### config.mk
export PLATFORM = sky130hd
export DESIGN_NAME = fetch_unit
export DESIGN_NICKNAME = d
export VERILOG_FILES = /design/src/rtl/fetch_unit.sv
export SDC_FILE = /design/constraint.sdc
export NUM_CORES = 1
export LEC_CHECK = 0
export BUFFER_PORTS_ARGS = -buffer_cell sky130_fd_sc_hd__buf_2
export CAP_MARGIN = 20
export CORE_MARGIN = 1.5
export CORE_UTILIZATION = 50
export CTS_BUF_LIST = sky130_fd_sc_hd__clkbuf_4
export DETAILED_ROUTE_END_ITERATION = 12
export PLACE_DENSITY_LB_ADDON = 0.05
export SETUP_SLACK_MARGIN = 0.5
export SLEW_MARGIN = 15
export SYNTH_ARGS = -nofsm -noshare
export SYNTH_HDL_FRONTEND = slang
export SYNTH_SLANG_ARGS = --single-unit
### constraint.sdc
create_clock -name clk -period 9.86 [get_ports clk]
set_input_delay 1.972 -clock clk [delete_from_list [all_inputs] [get_ports clk]]
set_output_delay 1.972 -clock clk [all_outputs]
set_load 0.02 [all_outputs]
### src/rtl/fetch_unit.sv
// fetch_unit: owns the fetch PC, issues latency-1 imem requests and buffers {pc, instr}
// pairs in an in-order FIFO presented to decode with valid/ready; redirect flushes and restarts.
module fetch_unit #(
    parameter int          DEPTH    = 4,
    parameter logic [31:0] RESET_PC = 32'h0000_0000
) (
    input  logic                       clk,
    input  logic                       reset,
    output logic                       imem_req_valid,
    output logic [31:0]                imem_req_addr,
    input  logic [31:0]                imem_rdata,
    output logic                       out_valid,
    input  logic                       out_ready,
    output logic [31:0]                out_pc,
    output logic [31:0]                out_instr,
    input  logic                       redirect_valid,
    input  logic [31:0]                redirect_pc,
    output logic [$clog2(DEPTH):0]     occupancy
);
    localparam int AW = $clog2(DEPTH);
    localparam int CW = AW + 1;

    logic [31:0]   pc_q, pc_d, pend_pc_q, pend_pc_d;
    logic          pend_q, pend_d, boot_q;
    logic [AW-1:0] rd_q, rd_d, wr_q, wr_d;
    logic [CW-1:0] count_q, count_d;
    logic [31:0]   pc_mem [DEPTH];
    logic [31:0]   instr_mem [DEPTH];
    logic          push, pop;

    // boot_q holds requests off for the cycle after reset so both reset-adjacent cycles stay quiet
    assign imem_req_valid = !reset && !boot_q && !redirect_valid
                            && (int'(count_q) + int'(pend_q) < DEPTH);
    assign imem_req_addr  = pc_q;
    assign out_valid      = !reset && !redirect_valid && (count_q != '0);
    assign out_pc         = pc_mem[rd_q];
    assign out_instr      = instr_mem[rd_q];
    assign occupancy      = reset ? '0 : count_q;
    assign push           = pend_q && !redirect_valid;
    assign pop            = out_valid && out_ready;

    always_comb begin
        pc_d      = imem_req_valid ? pc_q + 32'd4 : pc_q;
        pend_d    = imem_req_valid;
        pend_pc_d = imem_req_valid ? pc_q : pend_pc_q;
        rd_d      = rd_q + AW'(pop);
        wr_d      = wr_q + AW'(push);
        count_d   = count_q + CW'(push) - CW'(pop);
        if (redirect_valid) begin
            pc_d    = {redirect_pc[31:2], 2'b00};
            pend_d  = 1'b0;
            rd_d    = '0;
            wr_d    = '0;
            count_d = '0;
        end
    end

    always_ff @(posedge clk) begin
        if (reset) begin
            pc_q    <= RESET_PC;
            pend_q  <= 1'b0;
            boot_q  <= 1'b1;
            rd_q    <= '0;
            wr_q    <= '0;
            count_q <= '0;
        end else begin
            pc_q      <= pc_d;
            pend_q    <= pend_d;
            pend_pc_q <= pend_pc_d;
            boot_q    <= 1'b0;
            rd_q      <= rd_d;
            wr_q      <= wr_d;
            count_q   <= count_d;
        end
    end

    always_ff @(posedge clk) begin
        if (!reset && push) begin
            pc_mem[wr_q]    <= pend_pc_q;
            instr_mem[wr_q] <= imem_rdata;
        end
    end
endmodule

* Word-level counts from Yosys, hierarchy flattened
Memory sizes are Yosys's and may differ from the RTL's. A register that Yosys moved wholly into a read port is not among the register bits. Cells that the tools add are included. Widths: inputs -> output; s select.
Word-level totals: register bits after elaboration 73, latch bits 0, RAM bits 256, ROM bits 0, input bits 68, output and inout bits 101, logic and storage cells 41, memories kept 2
Memory list:
- instr_mem | words 4, width 32, rd ports 1, clocked after memory_dff 1, wr ports 1, RTL line 28 | logic [31:0] instr_mem [DEPTH];
- pc_mem | words 4, width 32, rd ports 1, clocked after memory_dff 1, wr ports 1, RTL line 27 | logic [31:0] pc_mem [DEPTH];
Operators by class: $add $sub $neg 6, multiply operators 0, div/mod/pow operators 0, $lt $le $gt $ge 1, equality and inequality tests 0, shift-type cells 0, multiplexer cells 8, bitwise operators 1, reduce and logical (&&, ||, !) cells 15
Operator list (number):
- $mux 32 | 2
- $add 32x3->32 const B | 1
- $logic_and 1x1->1 | 8
- $add 2x1->2 | 2
- $add 3x1->4 | 1
- $lt 4x3->1 const B | 1
- $mux 2 | 2
- $add 3x1->3 | 1
- $logic_not 1->1 | 3
- $mux 1 | 3
- $mux 3 | 1
- $reduce_bool 3->1 | 1
- $sub 3x1->3 | 1
- $reduce_and 2->1 | 1
- $reduce_bool 2->1 | 1
- $reduce_or 2->1 | 1
- $not 1->1 | 1

* Longest topological paths before layout
Gate-level depths: netlist of the first run.
depth in word-level cells 6, gate-level depth with buffers 11, depth with buffers taken out 9

* Least setup slack after synthesis of the first run
OpenSTA, ideal clock, no wires.
path kind input to register, start point input reset, end point memory instr_mem[1][0], enable pin, library setup time 571 ps, arrival time 7036 ps, data required time 9289 ps, path slack 2253 ps, stages on the path 4, buffers on the path 1, path through buf_2 nor2_1 nand2_1 nor3b_1
Between the ends: longest elaborated chain between the ends 4
Ends and longest elaborated chain:
- start: declaration | RTL line 8 | input logic reset,
- $logic_not 1->1 | RTL line 78 | if (!reset && push) begin
- $logic_and 1x1->1 | RTL line 78
- $mux 1 | RTL line 78
- $mux 1 (implied by the code) | RTL line 80 | instr_mem[wr_q] <= imem_rdata;
- end: declaration | RTL line 28
Every way passes these cells.

* Final worst setup path of the first run
start point input reset, end point output imem_req_valid
Between the ends: longest elaborated chain between the ends 4
Ends and longest elaborated chain:
- $logic_not 1->1 | RTL line 32 | assign imem_req_valid = !reset && !boot_q && !redirect_valid
- $logic_and 1x1->1 (2 in a row) | RTL line 32
- $logic_and 1x1->1 | RTL line 33 | && (int'(count_q) + int'(pend_q) < DEPTH);
- end: declaration | RTL line 9 | output logic imem_req_valid,
Every way passes these cells.

==> results of run 1 <==
==> worst max path at each step <==
stage / startpoint / to / slack [ns] / depth (start not counted)
after floorplan: reset / instr_mem[1][0]$_DFFE_PP_ / 2.25 / 4
after global placement: reset / imem_req_valid / 4.62 / 5
after detailed placement: reset / imem_req_valid / 4.58 / 5
after CTS: reset / imem_req_valid / 4.58 / 5
after global routing: reset / imem_req_valid / 4.38 / 5
final: reset / imem_req_valid / 4.55 / 5
==> final cells by class <==
type                            instances  area share [%]
Antenna cell                            1         0.01761
Clock buffer                          121           6.392
Clock inverter                         14          0.9685
Inverter                                9          0.2377
Multi-Input combinational cell        267           19.21
Sequential cell                       317           64.29
Tap cell                              319           2.809
Timing Repair Buffer                  169           6.075
==> kinds of logic (layout without fill, tap and decap cells) <==
kind of cell,count (synthesis),after routing
buffers and inverters,43,313
adder cells (fa/ha/maj),5,5
multiplexers,62,62
other,1,5
AO/OA/AOI/OAI,48,48
XOR/XNOR,23,23
flip-flops,317,317
AND/OR/NAND/NOR,125,125
==> registers in the layout (all words and copies together), names as in the netlist <==
name           count
boot_q             1
count_q            3
wr_q               2
instr_mem        128
imem_req_addr     30
rd_q               2
pc_mem           120
pend_q             1
pend_pc_q         30
==> worst max-delay path, stage by stage <==
cell and delay (ns):
buf_2 0.32, nor2_1 0.47, nand2_1 0.29, inv_1 0.11, buf_2 0.17
==> routing by layer <==
layer | part of all wire (%) | wire length [um] | vias up
li1 | - | - | 3032
met1 | 43 | 10260 | 3312
met2 | 48 | 11510 | 228
met3 | 6.7 | 1597 | 34
met4 | 1.6 | 385 | 0
met5 | 0 | 0 | -
==> power by group <==
part           switching [mW]  internal [mW]  leakage, nW
clock network           0.482          0.634        0.622
registers              0.0236           1.48         2.84
logic                  0.0590         0.0344         1.41
total                   0.564           2.15         4.87
==> cells in the final DEF (no fill, tap or decap), drive strengths merged, types with 2 or more instances in the layout <==
cell type,n
edfxtp,278
buf,169
clkbuf,121
mux4,62
dfxtp,39
nor2,32
nand2,21
a211oi,18
xnor2,16
nand3,10
clkinv,10
nor3,9
inv,9
nand4,9
and2,8
nor4,8
o21ai,8
a311oi,8
or3,8
xor2,7
and4,6
nor2b,4
or4,4
ha,4
conb,4
a21oi,3
bufinv,3
nor3b,2
nor4bb,2
o31a,2
o22ai,2
o21bai,2
==> impl_metrics.toml, run 1 <==
[run_status]
outcome = "completed"

[synth]
synth_cell_types = 43
synth_common_cells = "edfxtp_1, mux4_2, dfxtp_1"
yosys-top-cells-area = "edfxtp_1, mux4_2, dfxtp_1"
yosys.area_share.simple_pct = 5.648
synth_xor_area_share_pct = 1.678
synth-edff-count = 278
ys_ff_latch = 317
synthArstFlopShare_pct = 0
seq_area_frac_synth_pct = 76.03
synth_adder_area_share_pct = 0.5836
muxShareOfSynthArea_pct = 11.63
synthFlopType = "edfxtp_1"
netlist_instances = 624
syn_avg_cell_area_sq_um = 19.24
synth_top_family_by_area = "multiplexers"
synth_area_sq_mm = 0.01201
yosysWarningCount = 0
synth_compound_area_share_pct = 2.887
post-synth-top-count-cell = "edfxtp_1"
synth_top_area_share_pct = 69.53
yosysTopAreaCell = "edfxtp_1"

[grt]
grt_pass1_vias = 7071
top_usage_layer = "met2"
grt_first_pass_wirelength_mm = 37.11
grt_use_total_pct = 19.85
met3_usage_pct = 5.475
grt_use_met1_pct = 26.19
gr-usage-met2_pct = 31.14
overflow = 0
grt_antenna_before_repair = 1
grt_start_max_net_pins = 64

[sta]
hold_violations = 0
fin_tns_setup_ns = 0
fin_ws_ns = 4.552
period_minus_slack_ns = 5.308
hold_ws_ns = 0.4778
setup_violations = 0
worst_pin_slew_ns = 1.006
skew_ns = 0.03762
rsz0062_at_grt = "false"
max_slew_margin_pct = 32.96
maxSlewViolCount = 0
fmax_mhz = 188.4
min_period_over_period_pct = 53.84

[die]
core_sq_mm = 0.02354
dieArea_sq_mm = 0.02495
die_h_um = 158.0
row_count = 56
initial_core_util_pct = 51.00
die_x_um = 158.0
io_pins = 169

[pwr]
p_total_mw = 2.710
power.density_mw_per_mm2 = 190.7
irDropWorstVdd_v = 0.00008311
leakage_nw = 4.873

[clock_tree]
clock-root-buffer = "clkbuf_4"
cts_setup_buffers = 0
cts_resized = 0
cts_buffers = 80
h-tree-depth = 3
cts_buffer_depth = 3
hold_buffers = 0
clkSinkCount = 317
clk_latency_ns = 0.66
clk_pin_slew_ns = 0.06
tritoncts = "yes"

[flow_run]
drv_cap = 0

[setup_path]
rr_worst_depth = 6
required_ns = 7.89
crit_fanout = 36
worst_setup_path_start_kind = "input port"
r2r_start = "count_q[1]$_SDFF_PP0_"
cp.arrival_ns = 3.34
timing.rr.end = "imem_req_addr[31]$_SDFFE_PP0P_"
cp-end-kind = "output pin"
critPathKind = "in2out"
r2r_slack_ns = 7.20

[placed_design]
place.gp.congestion = 0.8631
hpwl_mm = 13.83
dp_cells = 1081
io_buffers = 162
place_area_sq_mm = 0.01316
dp_slack_ns = 4.581

[routing]
post_drt_wl_per_cell_um = 19.52
ant_nets = 0
drt-total-wl_mm = 23.75
route.detailed.drc = 0
via_count = 6606
drt_iter0_drc = 377
firstDrtPassIters = 5
viasPerCell = 5.428

[hold_path]
hold_depth = 0
hp-class = "reg2reg"
holdPathEnd = "pc_mem[1][3]$_DFFE_PP_"
min_from = "pend_pc_q[3]$_DFFE_PP_"

[cells_and_area]
multi_input_area_sq_mm = 0.002730
seq_area_sq_mm = 0.009136
drive_gt1_share_pct = 41.36
nFillCells = 1845
fin_area_sq_mm = 0.01421
stdcell_count = 1217
fin_util_pct = 60.36
area_delta_synth_final_pct = 18.36
nNetsFinal = 917
No activity file was read; power rests on OpenSTA's default activity.
==> run 2, diff against run 1 <==
- clock period: 9.86 -> 4.9 ns (I/O delays scaled with it)
==> run 2 against run 1 <==
- sequential share of layout area about the same
- routed wire length up 0.71%
- via count hardly changed
- setup slack got worse by 3.3 ns
- clock skew fell by 0.014 ns
- critical path depth increased by 1
- cell count is 0.25% higher
- global-route usage down 0.29 points
- combinational power is 100% higher
- critical path type is now reg2out
- largest cell class unchanged
- largest power group unchanged
- highest routed layer unchanged
==> impl_metrics.toml, run 2 (same netlist as run 1, synthesis figures left out) <==
[sta]
maxSlewViolCount = 0
skew_ns = 0.02405
setup_violations = 0
worst_pin_slew_ns = 1.022
period_minus_slack_ns = 3.687
min_period_over_period_pct = 75.24
fmax_mhz = 271.2
fin_tns_setup_ns = 0
rsz0062_at_grt = "false"
max_slew_margin_pct = 31.89
hold_violations = 0

[die]
initial_core_util_pct = 51.00
row_count = 56
dieArea_sq_mm = 0.02495
die_x_um = 158.0
die_h_um = 158.0
core_sq_mm = 0.02354
io_pins = 169

[pwr]
irDropWorstVdd_v = 0.0002115
pwr-share-comb_pct = 3.6
cell_internal_pwr_mw = 4.182
power.density_mw_per_mm2 = 374.6
clockPowerShare_pct = 39.7
p_sw_mw = 1.143
leakage_nw = 4.850
seq_power_share_pct = 56.7
switching_share_pct = 21.47

[flow_run]
drv_cap = 0

[setup_path]
r2r_slack_ns = 1.91
worst_setup_path_start_kind = "register"
rr_worst_depth = 6
critical_path.top_delay_family = "simple AND/OR/NAND/NOR gates"
cp_cell_sequence = "ha_1, nor4bb_1, a211o_1, nand2_1, inv_1, buf_2"
critPathKind = "reg2out"
timing.rr.end = "pend_pc_q[30]$_DFFE_PP_"
required_ns = 3.92
cp-end-kind = "output pin"
slowest_stage = "a211o_1"
crit_fanout = 10
slowest_delay_ns = 0.46
r2r_start = "count_q[1]$_SDFF_PP0_"
worst-path-buf-inv = 2
cp.arrival_ns = 2.71

[clock_tree]
clk_latency_ns = 0.66
clk_pin_slew_ns = 0.06
tritoncts = "yes"
cts_setup_buffers = 0
h-tree-depth = 3
clkSinkCount = 317
cts_buffer_depth = 3
clock-root-buffer = "clkbuf_4"
hold_buffers = 0
cts_buffers = 80
cts_resized = 0

[grt]
top_usage_layer = "met2"
overflow = 0
gr-usage-met2_pct = 31.24
met3_usage_pct = 5.393
grt_use_total_pct = 19.55
grt_first_pass_wirelength_mm = 36.60
grt_pass1_vias = 6938
grt_antenna_before_repair = 1
grt_use_met1_pct = 25.70
grt_start_max_net_pins = 64

[cells_and_area]
fin_util_pct = 60.38
top_register = "instr_mem"
final_common_cell = "edfxtp_1"
area_delta_synth_final_pct = 18.39
stdcell_count = 1220
drive_gt1_share_pct = 41.00
reg_top3 = "instr_mem: 128 flops, pc_mem: 120 flops"
fin_area_sq_mm = 0.01421
layout_common_cells = "edfxtp_1, buf_2, clkbuf_4, mux4_2, dfxtp_1"
largest_reg_flops = 128
nNetsFinal = 919

[hold_path]
hp-class = "reg2reg"
holdPathEnd = "pc_mem[2][16]$_DFFE_PP_"
hold_depth = 0
min_from = "pend_pc_q[16]$_DFFE_PP_"

[routing]
via_count = 6612
route.detailed.drc = 0
post_drt_wl_per_cell_um = 19.60
drt_iter0_drc = 349
firstDrtPassIters = 5
drt-total-wl_mm = 23.92
viasPerCell = 5.420
ant_nets = 0

[placed_design]
dp_cells = 1083
place.gp.congestion = 0.8454
io_buffers = 162
hpwl_mm = 14.17
place_area_sq_mm = 0.01322

[run_status]
outcome = "completed"
==> run 2: worst max path at each step <==
stage               slack [ns]             startpoint  cells after the start                    endpoint
floorplan                 0.44                  reset                      4   instr_mem[1][0]$_DFFE_PP_
global placement          1.43                  reset                      5  instr_mem[0][29]$_DFFE_PP_
detailed placement        1.38                  reset                      5     pc_mem[0][18]$_DFFE_PP_
CTS                       1.18  count_q[1]$_SDFF_PP0_                      6              imem_req_valid
global route              0.94  count_q[1]$_SDFF_PP0_                      6              imem_req_valid
finish                    1.21  count_q[1]$_SDFF_PP0_                      6              imem_req_valid
==> run 2: worst register-to-register path, cell delays in order, from the launching register on <==
cell      delay, ns
dfxtp_1        0.37
ha_1           0.23
nor4bb_1       0.43
a211o_1        0.46
nand2_1        0.27
inv_1          0.51
buf_4          0.38
==> run 2: layer usage <==
layer,vias up,wire length [um]
met5,-,0
met4,0,289
met3,21,1847
met2,268,11550
met1,3294,10230
li1,3029,-
==> run 2: power by group through the flow <==
| stage | combinational, mW | clock (mW) | sequential (mW) |
|---|---|---|---|
| floorplan | 0.0869 | 0 | 3.08 |
| global placement | 0.185 | 0 | 3.07 |
| detailed placement | 0.190 | 0 | 3.08 |
| CTS | 0.191 | 2.19 | 3.02 |
| global route | 0.207 | 2.32 | 3.02 |
| finish | 0.190 | 2.12 | 3.02 |
==> run 2: cell type report <==
class,instances,area (sq um)
diodes,1,2.502
clock buffers,116,870.8
clock inverters,20,120.1
fillers,1858,9328
inverters,9,33.78
multi-input cells,267,2749
flip-flops and latches,317,9136
well taps,319,399.1
repair buffers,171,903.4
==> run 2: stage by stage <==
stage          total power [mW]  setup WS [ns]  hold slack (ns)
6_report                  5.325          1.213           0.4821
5_1_grt                   5.548         0.9425           0.4791
4_1_cts                   5.403          1.179           0.4651
3_5_place_dp              3.267          1.379           0.4842
3_3_place_gp              3.257          1.429           0.4688
2_1_floorplan             3.169         0.4369           0.4587
